**config.mk**
```make
export PLATFORM = sky130hd
export DESIGN_NAME = tick_phase_seq
export DESIGN_NICKNAME = d
export VERILOG_FILES = /design/src/rtl/tick_phase_seq.sv
export SDC_FILE = /design/constraint.sdc
export NUM_CORES = 1
export LEC_CHECK = 0
export BUFFER_PORTS_ARGS = -buffer_cell sky130_fd_sc_hd__buf_2
export CAP_MARGIN = 20
export CORE_ASPECT_RATIO = 2
export CORE_UTILIZATION = 35
export DETAILED_ROUTE_END_ITERATION = 6
export GPL_ROUTABILITY_DRIVEN = 0
export SLEW_MARGIN = 20
export SYNTH_ARGS = -nofsm -noshare
export SYNTH_HDL_FRONTEND = slang
export SYNTH_SLANG_ARGS = --single-unit
```
**constraint.sdc**
```tcl
create_clock -name clk -period 2.5 [get_ports clk]
set_input_delay 0.25 -clock clk [delete_from_list [all_inputs] [get_ports clk]]
set_output_delay 0.25 -clock clk [all_outputs]
set_load 0.01 [all_outputs]
```
**src/rtl/tick_phase_seq.sv**
```systemverilog
// rtl/tick_phase_seq.sv - phase table sequencer for a free-running tick divider
module tick_phase_seq #(
  parameter int SLOT_AW        = 2,
  parameter int CNT_W          = 8,
  parameter int SETTLE_TIMEOUT = 16
) (
  input  logic               clk,
  input  logic               reset,
  input  logic               cfg_we,
  input  logic [SLOT_AW-1:0] cfg_addr,
  input  logic [CNT_W-1:0]   cfg_period,
  input  logic [CNT_W-1:0]   cfg_count,
  input  logic [SLOT_AW-1:0] num_phases,
  input  logic               loop_en,
  input  logic               start,
  input  logic               abort,
  input  logic               div_stable,
  input  logic               div_tick,
  output logic               div_enable,
  output logic [CNT_W-1:0]   div_max_cnt,
  output logic               busy,
  output logic [SLOT_AW-1:0] phase_idx,
  output logic               phase_done,
  output logic               done,
  output logic               err
);

  localparam int SLOTS = 1 << SLOT_AW;
  localparam int TO_W  = $clog2(SETTLE_TIMEOUT + 1);
  localparam logic [TO_W-1:0] TO_LAST = TO_W'(SETTLE_TIMEOUT - 1);

  typedef enum logic [2:0] {S_IDLE, S_LOAD, S_SETTLE, S_RUN, S_DONE} state_t;

  state_t             state, state_nx;
  logic [CNT_W-1:0]   period_tab [SLOTS];
  logic [CNT_W-1:0]   count_tab  [SLOTS];
  logic [SLOT_AW-1:0] last_q, last_nx;
  logic               loop_q, loop_nx;
  logic [CNT_W-1:0]   tick_cnt, tick_cnt_nx;
  logic [TO_W-1:0]    to_cnt, to_cnt_nx;
  logic [SLOT_AW-1:0] phase_idx_nx;
  logic               div_enable_nx;
  logic [CNT_W-1:0]   div_max_cnt_nx;
  logic               phase_done_nx, done_nx, err_nx;
  logic               count_tick;
  logic [CNT_W-1:0]   tick_inc;

  // Phase table: only writable while idle; zero period/count are stored as 1
  always_ff @(posedge clk or negedge reset) begin
    if (!reset) begin
      for (int i = 0; i < SLOTS; i++) begin
        period_tab[i] <= CNT_W'(1);
        count_tab[i]  <= CNT_W'(1);
      end
    end else if (cfg_we && state == S_IDLE) begin
      period_tab[cfg_addr] <= (cfg_period == '0) ? CNT_W'(1) : cfg_period;
      count_tab[cfg_addr]  <= (cfg_count == '0) ? CNT_W'(1) : cfg_count;
    end
  end

  // Next-state and next-output decode; abort overrides everything at the end
  always_comb begin
    state_nx       = state;
    last_nx        = last_q;
    loop_nx        = loop_q;
    tick_cnt_nx    = tick_cnt;
    to_cnt_nx      = to_cnt;
    phase_idx_nx   = phase_idx;
    div_enable_nx  = div_enable;
    div_max_cnt_nx = div_max_cnt;
    phase_done_nx  = 1'b0;
    done_nx        = 1'b0;
    err_nx         = 1'b0;
    count_tick     = 1'b0;
    tick_inc       = tick_cnt + CNT_W'(1);

    case (state)
      S_IDLE: begin
        div_enable_nx = 1'b0;
        if (start) begin
          state_nx     = S_LOAD;
          phase_idx_nx = '0;
          last_nx      = num_phases;
          loop_nx      = loop_en;
        end
      end
      S_LOAD: begin
        div_max_cnt_nx = period_tab[phase_idx];
        div_enable_nx  = 1'b1;
        tick_cnt_nx    = '0;
        to_cnt_nx      = '0;
        state_nx       = S_SETTLE;
      end
      S_SETTLE: begin
        if (div_stable) begin
          state_nx   = S_RUN;
          count_tick = div_tick;
        end else if (to_cnt == TO_LAST) begin
          err_nx        = 1'b1;
          div_enable_nx = 1'b0;
          state_nx      = S_IDLE;
        end else begin
          to_cnt_nx = to_cnt + TO_W'(1);
        end
      end
      S_RUN: begin
        if (!div_stable) begin
          state_nx  = S_SETTLE;
          to_cnt_nx = '0;
        end else begin
          count_tick = div_tick;
        end
      end
      S_DONE: begin
        done_nx       = 1'b1;
        div_enable_nx = 1'b0;
        state_nx      = S_IDLE;
      end
      default: state_nx = S_IDLE;
    endcase

    // A counted tick either advances the phase or just bumps the counter
    if (count_tick) begin
      tick_cnt_nx = tick_inc;
      if (tick_inc == count_tab[phase_idx]) begin
        phase_done_nx = 1'b1;
        if (phase_idx < last_q) begin
          phase_idx_nx = phase_idx + SLOT_AW'(1);
          state_nx     = S_LOAD;
        end else if (loop_q) begin
          phase_idx_nx = '0;
          state_nx     = S_LOAD;
        end else begin
          state_nx = S_DONE;
        end
      end
    end

    if (abort) begin
      state_nx      = S_IDLE;
      div_enable_nx = 1'b0;
      phase_idx_nx  = phase_idx;
      phase_done_nx = 1'b0;
      done_nx       = 1'b0;
      err_nx        = 1'b0;
    end
  end

  // State and registered outputs
  always_ff @(posedge clk or negedge reset) begin
    if (!reset) begin
      state       <= S_IDLE;
      last_q      <= '0;
      loop_q      <= 1'b0;
      tick_cnt    <= '0;
      to_cnt      <= '0;
      phase_idx   <= '0;
      div_enable  <= 1'b0;
      div_max_cnt <= '0;
      busy        <= 1'b0;
      phase_done  <= 1'b0;
      done        <= 1'b0;
      err         <= 1'b0;
    end else begin
      state       <= state_nx;
      last_q      <= last_nx;
      loop_q      <= loop_nx;
      tick_cnt    <= tick_cnt_nx;
      to_cnt      <= to_cnt_nx;
      phase_idx   <= phase_idx_nx;
      div_enable  <= div_enable_nx;
      div_max_cnt <= div_max_cnt_nx;
      busy        <= (state_nx != S_IDLE);
      phase_done  <= phase_done_nx;
      done        <= done_nx;
      err         <= err_nx;
    end
  end

endmodule

```
==> results.toml, run 1 <==
[outcome]
status = "finished, final reports clean"

[logic_synthesis]
synth_seq_cells = 98
synthFlopType = "dfrtp_1"
synth_edf_count = 0
syn_inst = 366
ys_async_sr_fraction_pct = 100
avgSynthCellArea_sq_um = 12.6
yosysWarnings = 0
synth_top_area_share_pct = 48.7
seq_area_frac_synth_pct = 53.3
yosysTopAreaCell = "dfrtp_1"
synth.distinct_cells = 42
syn-num-nets = 398
synth_area_leaders = "dfrtp_1 (49%), mux2_2 (14%), mux4_2 (5.4%)"
synth_area_sq_mm = 0.00462

[grt]
grt_max_degree = 52
grt_usage_pct = 15.9
first_global_vias = 3283
grt_first_pass_wirelength_um = 16800
gr-total-overflow = 0
antenna_found_initial = 0

[finish]
layout_commonest_cell = "dfrtp_1"
n_antenna_cell = 0
area_growth_pct = 16.3
fillers = 1205
final_cell_mix = "dfrtp_1 (90), mux2_2 (58), nand2_1 (44), buf_2 (41), o21ai_0 (20)"
layout-drive-gt1-share_pct = 37.0
nNetsFinal = 449

[cts]
clk_latency_ps = 350
clkSlewWorstSetupHoldPaths_ps = 70
htreeDepth = 3
ctsResizeCount = 0
cts_buffers = 9
cts-root-buf = "clkbuf_16"
cts.sinks = 98
cts_buffer_depth = 2
cts_tree = "done"

[critical_path]
cpMaxStageDelayCell = "mux4_1"
cp_cell_sequence = "mux4_1 > xnor2_1 > or3_1 > a211oi_2 > a41o_1 > o21ai_2"
crit_type = "flip-flop to flip-flop"
end_kind = "flip-flop"
slowest_delay_ps = 600
crit_required_ps = 2730
critPathArrivalTime_ps = 2600
cpLargestDelayFamily = "compound AO/OA/AOI/OAI gates"
timing.critical_path.buf_inv = 0
crit_fanout = 4
cp-start-kind = "flip-flop"

[timing]
hold_viol_final = 0
final-setup-viol-count = 0
maxSlewHeadroom_pct = 58.1
fin_crit_sh_pct = 94.5
skew_ps = 6.76
rsz0062_at_grt = "no"
worst_pin_slew_ps = 629
slew_viol_final = 0
tns_ps = 0
fmax_ghz = 0.423
finalCriticalPeriod_ps = 2360
whs_ps = 108

[place]
dp_hpwl_um = 7530
numPortBuffers = 42

[floorplanning]
io_pins = 43
dieArea_sq_mm = 0.0137
core_sq_mm = 0.0129
start_util_pct = 35.8
die_w_um = 83.3
num_rows = 59
chipHeight_um = 165

[hold_path]
hold_path_class = "input port to flip-flop"

[power]
power_density_mw_per_mm2 = 830
leakagePower_nw = 2.39
ir_drop_v = 0.000360

[detailed_routing]
dr.pass1.iters = 4
ant_nets = 0
vias = 3065
drc = 0
post_drt_wl_per_cell_um = 17.8
drtIter0Drc = 110
wl_um = 10200
via_per_inst = 5.34

[job]
cap_violations = 0
==> what timing repair did <==
| item | in CTS | in global routing |
|---|---|---|
| hold buffers | 1 | 0 |
| endpoints found under the hold margin | 43 | 0 |
| buffers inserted | 0 | 0 |
==> metrics by stage <==
step                cell area, sq um  total power, mW  worst slack, ps  utilization (%)  instances
finish                          5380             4.46              137             41.6        574
global route                    5380             4.70             19.3             41.6        574
CTS                             5380             4.51              129             41.6        574
detailed placement              5060             3.08              148             39.2        557
global placement                5060             3.02              178             39.2        557
floorplan                       4620             2.75              154                -        366
==> sequential cells by signal, summed over array words and instances (netlist names) <==
signal / flops
div_max_cnt: 8
phase_done: 1
done: 1
loop_q: 1
last_q: 2
div_enable: 1
period_tab: 32
err: 1
tick_cnt: 8
busy: 1
phase_idx: 2
state: 3
count_tab: 32
to_cnt: 5
==> path summary, 6_finish.rpt <==
kind	startpoint	endpoint	slack [ps]	depth (start not counted)
min	num_phases[1]	last_q[1]	110	3
min in group asynchronous	reset	to_cnt[3]	450	2
max in group asynchronous	reset	count_tab[0]	1300	3
min reg2reg	div_max_cnt[1]	div_max_cnt[1]	480	2
max reg2reg	phase_idx[0]	phase_idx[0]	140	6
max	phase_idx[0]	phase_idx[0]	140	6
==> report_power, final <==
group / leakage, nW / switching (mW) / internal (mW) / total (mW)
Sequential: 1.20 / 0.196 / 1.96 / 2.16
Clock: 0.153 / 0.636 / 0.794 / 1.43
Combinational: 1.04 / 0.388 / 0.482 / 0.870
==> routing by layer <==
layer	vias up	GRT usage (%)	share of wire [%]
met5	-	0	0
met4	0	9.40	4.0
met3	21	2.75	2.8
met2	63	30.0	56
met1	1557	16.2	37
li1	1424	-	-
==> cells in the mapped netlist, types with 2 or more instances <==
cell,n
dfrtp_1,90
mux2_2,58
nand2_1,44
o21ai_0,20
nor2_1,17
a21oi_1,13
mux4_2,11
clkbuf_1,10
inv_1,9
dfstp_2,8
nand3_1,8
and3_1,7
nor3_1,7
and2_1,5
mux4_1,5
nand4_1,5
xnor2_1,5
buf_2,4
ha_1,4
o31ai_1,4
nand2b_1,3
nor4_1,3
xor2_1,3
nor3b_1,2
o21ai_2,2
or3_1,2
xnor3_1,2
==> cell families after synthesis <==
logic type      count (synthesis)  share of synthesized area, %
compound gates                 46                          6.12
xor+xnor                       11                          3.00
fa+ha+maj                       4                          1.08
buf+inv                        24                          2.22
flops                          98                          53.3
mux                            74                          22.3
simple gates                  109                          12.0
==> worst min-delay path: cells and delay by family <==
kind | cells | cell delay [ps]
AO/OA/AOI/OAI | 1 | 60
AND/OR/NAND/NOR | 1 | 40
buffers and inverters | 1 | 70
==> final cells by class <==
class | count | area, sq um | share of cell area, %
Tap cell | 152 | 190 | 3.54
Clock buffer | 9 | 225 | 4.19
Inverter | 9 | 33.8 | 0.628
Timing Repair Buffer | 55 | 325 | 6.05
Clock inverter | 7 | 81.3 | 1.51
Sequential cell | 98 | 2460 | 45.8
Multi-Input combinational cell | 244 | 2060 | 38.3
Power figures use the tool's default switching activity.
==> inputs of run 2 (changes only) <==
--- a/config.mk
+++ b/config.mk
@@ -5,11 +5,11 @@
 export SDC_FILE = /design/constraint.sdc
 export NUM_CORES = 1
 export LEC_CHECK = 0
-export BUFFER_PORTS_ARGS = -buffer_cell sky130_fd_sc_hd__buf_2
 export CAP_MARGIN = 20
-export CORE_ASPECT_RATIO = 2
+export CORE_ASPECT_RATIO = 1.5
 export CORE_UTILIZATION = 35
 export DETAILED_ROUTE_END_ITERATION = 6
+export DONT_BUFFER_PORTS = 1
 export GPL_ROUTABILITY_DRIVEN = 0
 export SLEW_MARGIN = 20
 export SYNTH_ARGS = -nofsm -noshare
==> run 2 against run 1 <==
  * The run now ends with hold timing left
  * Register-to-register slack barely moved
  * Critical path depth did not move
  * Fmax is essentially flat
  * Core utilization down 1.7 points
  * Clock skew grew 3.9 ps
  * Cell area decreased by 3.8%
  * Power fell by 4.6%
  * Non-clock buffer count shrank 41
  * Sequential power about the same
  * First-iteration DRC count increased by 36%
  * Setup slack lost 1.2 ps
  * Clock power shrank 6%
  * Critical endpoint is now phase_idx[1]
==> results.toml, run 2 (same netlist as run 1, synthesis figures left out) <==
[power]
leakagePower_nw = 2.21
power_density_mw_per_mm2 = 823
ir_drop_v = 0.000342

[critical_path]
worstReg2RegEnd = "phase_idx[1]"
end_kind = "flip-flop"
crit_fanout = 5
cpLargestDelayFamily = "multiplexers"
cp-start-kind = "flip-flop"
rrSetupSlack_ps = 140
r2r_cells = 6
path_depth = 6
endpoint = "phase_idx[1]"
crit_type = "flip-flop to flip-flop"
critPathArrivalTime_ps = 2590
cpMaxStageDelayCell = "mux4_1"
slowest_delay_ps = 600
cp_cell_sequence = "buf_4 > mux4_1 > xnor3_1 > nor4b_4 > a41o_1 > o21ai_2"
timing.critical_path.buf_inv = 1
r2r-start = "phase_idx[0]"
cp-startpoint = "phase_idx[0]"
crit_required_ps = 2730

[finish]
area_growth_pct = 11.8
layout_commonest_cell = "dfrtp_1"
fin_util_pct = 39.9
layout-drive-gt1-share_pct = 30.2
n_antenna_cell = 0
fillers = 1211
final_cell_mix = "dfrtp_1 (90), mux2_2 (58), nand2_1 (44), o21ai_0 (20), nor2_1 (17)"
top_regs = "count_tab: 32 flops, period_tab: 32 flops"
nNetsFinal = 408

[timing]
whs_ps = -405
finalCriticalPeriod_ps = 2360
maxSlewHeadroom_pct = 68.6
skew_ps = 10.7
fmax_ghz = 0.423
hold_viol_final = 98
fin_crit_sh_pct = 94.6
rsz0062_at_grt = "no"
final-setup-viol-count = 0
worst_pin_slew_ps = 468
slew_viol_final = 0
tns_ps = 0

[place]
dp_hpwl_um = 6800
numPortBuffers = 0

[detailed_routing]
vias = 2856
ant_nets = 0
post_drt_wl_per_cell_um = 17.7
wl_um = 9580
drtIter0Drc = 150
drc = 0
via_per_inst = 5.29
dr.pass1.iters = 6

[cts]
ctsHoldBuffers = 1
clkSlewWorstSetupHoldPaths_ps = 80
clk_latency_ps = 350
cts.sinks = 98
cts-root-buf = "clkbuf_16"
htreeDepth = 3
cts_buffers = 9
cts_buffer_depth = 2
cts_tree = "done"

[floorplanning]
num_rows = 51
dieArea_sq_mm = 0.0137
io_pins = 43
die_w_um = 95.8
chipHeight_um = 143
start_util_pct = 35.7
core_sq_mm = 0.0130

[grt]
first_global_vias = 3013
gr-total-overflow = 0
grt_usage_pct = 15.2
grt_first_pass_wirelength_um = 15600
grt_max_degree = 99
antenna_found_initial = 0

[hold_path]
hold_path_class = "input port to async pin"

[outcome]
violations = "hold timing"
status = "complete, but fails checks"

[job]
cap_violations = 0
run 2: cell types whose count changed in the layout (fill, tap and decap cells not counted):
cell / previous run / this run
buf_2: 41 / 0
bufinv_16: 1 / 0
inv_6: 3 / 2
clkinv_8: 0 / 1
clkinv_2: 1 / 0
clkinv_4: 1 / 3
run 2: worst register-to-register path: stages (launching register included):
cell and delay [ps]:
dfrtp_1 420, buf_4 170, mux4_1 600, xnor3_1 400, nor4b_4 330, a41o_1 270
o21ai_2 60
run 2: worst min-delay path by stage:
| stage | startpoint | end | slack [ps] | depth (start not counted) |
|---|---|---|---|---|
| after global routing | reset | period_tab[5] | -420 | 0 |
| final | reset | period_tab[5] | -410 | 0 |
| after detailed placement | reset | div_max_cnt[7] | -40 | 0 |
| after floorplan | reset | busy | -50 | 0 |
| after global placement | reset | div_max_cnt[4] | -40 | 0 |
| after CTS | reset | period_tab[22] | -420 | 0 |
run 2: power breakdown:
| part | internal, mW | leakage (nW) | switching [mW] | total, mW |
|---|---|---|---|---|
| combinational | 0.431 | 0.861 | 0.289 | 0.719 |
| sequential | 1.96 | 1.20 | 0.223 | 2.19 |
| clock | 0.703 | 0.145 | 0.646 | 1.35 |
| total | 3.10 | 2.21 | 1.16 | 4.26 |
run 2: routing by layer:
metal | GRT usage [%] | wire, um | vias up | share of wire (%)
li1 | - | - | 1343 | -
met4 | 6.76 | 229 | 0 | 2.4
met2 | 25.2 | 4830 | 54 | 50
met3 | 3.99 | 470 | 14 | 4.9
met1 | 18.3 | 4050 | 1445 | 42
met5 | 0 | 0 | - | 0
run 2: through the flow:
step	area [sq um]	power, mW	std cells	hold slack (ps)	setup WS, ps
floorplan	4620	2.75	366	-45.6	154
global placement	4860	2.91	523	-42.6	201
detailed placement	4860	2.95	523	-42.4	168
CTS	5170	4.30	540	-420	132
global route	5170	4.47	540	-421	25.8
finish	5170	4.26	540	-405	136
run 2: final cells by class:
class / count / area, sq um / share of cell area [%]
Clock inverter: 7 / 71.3 / 1.38
Multi-Input combinational cell: 244 / 2060 / 39.8
Inverter: 9 / 33.8 / 0.653
Timing Repair Buffer: 14 / 120 / 2.32
Tap cell: 159 / 199 / 3.85
Clock buffer: 9 / 225 / 4.36
Sequential cell: 98 / 2460 / 47.6
run 2: what timing repair did:
item / CTS / global route
setup endpoints to repair: 0 / 0
resized for setup: 0 / 0
hold endpoints to repair: 103 / 98
buffers inserted: 0 / 0
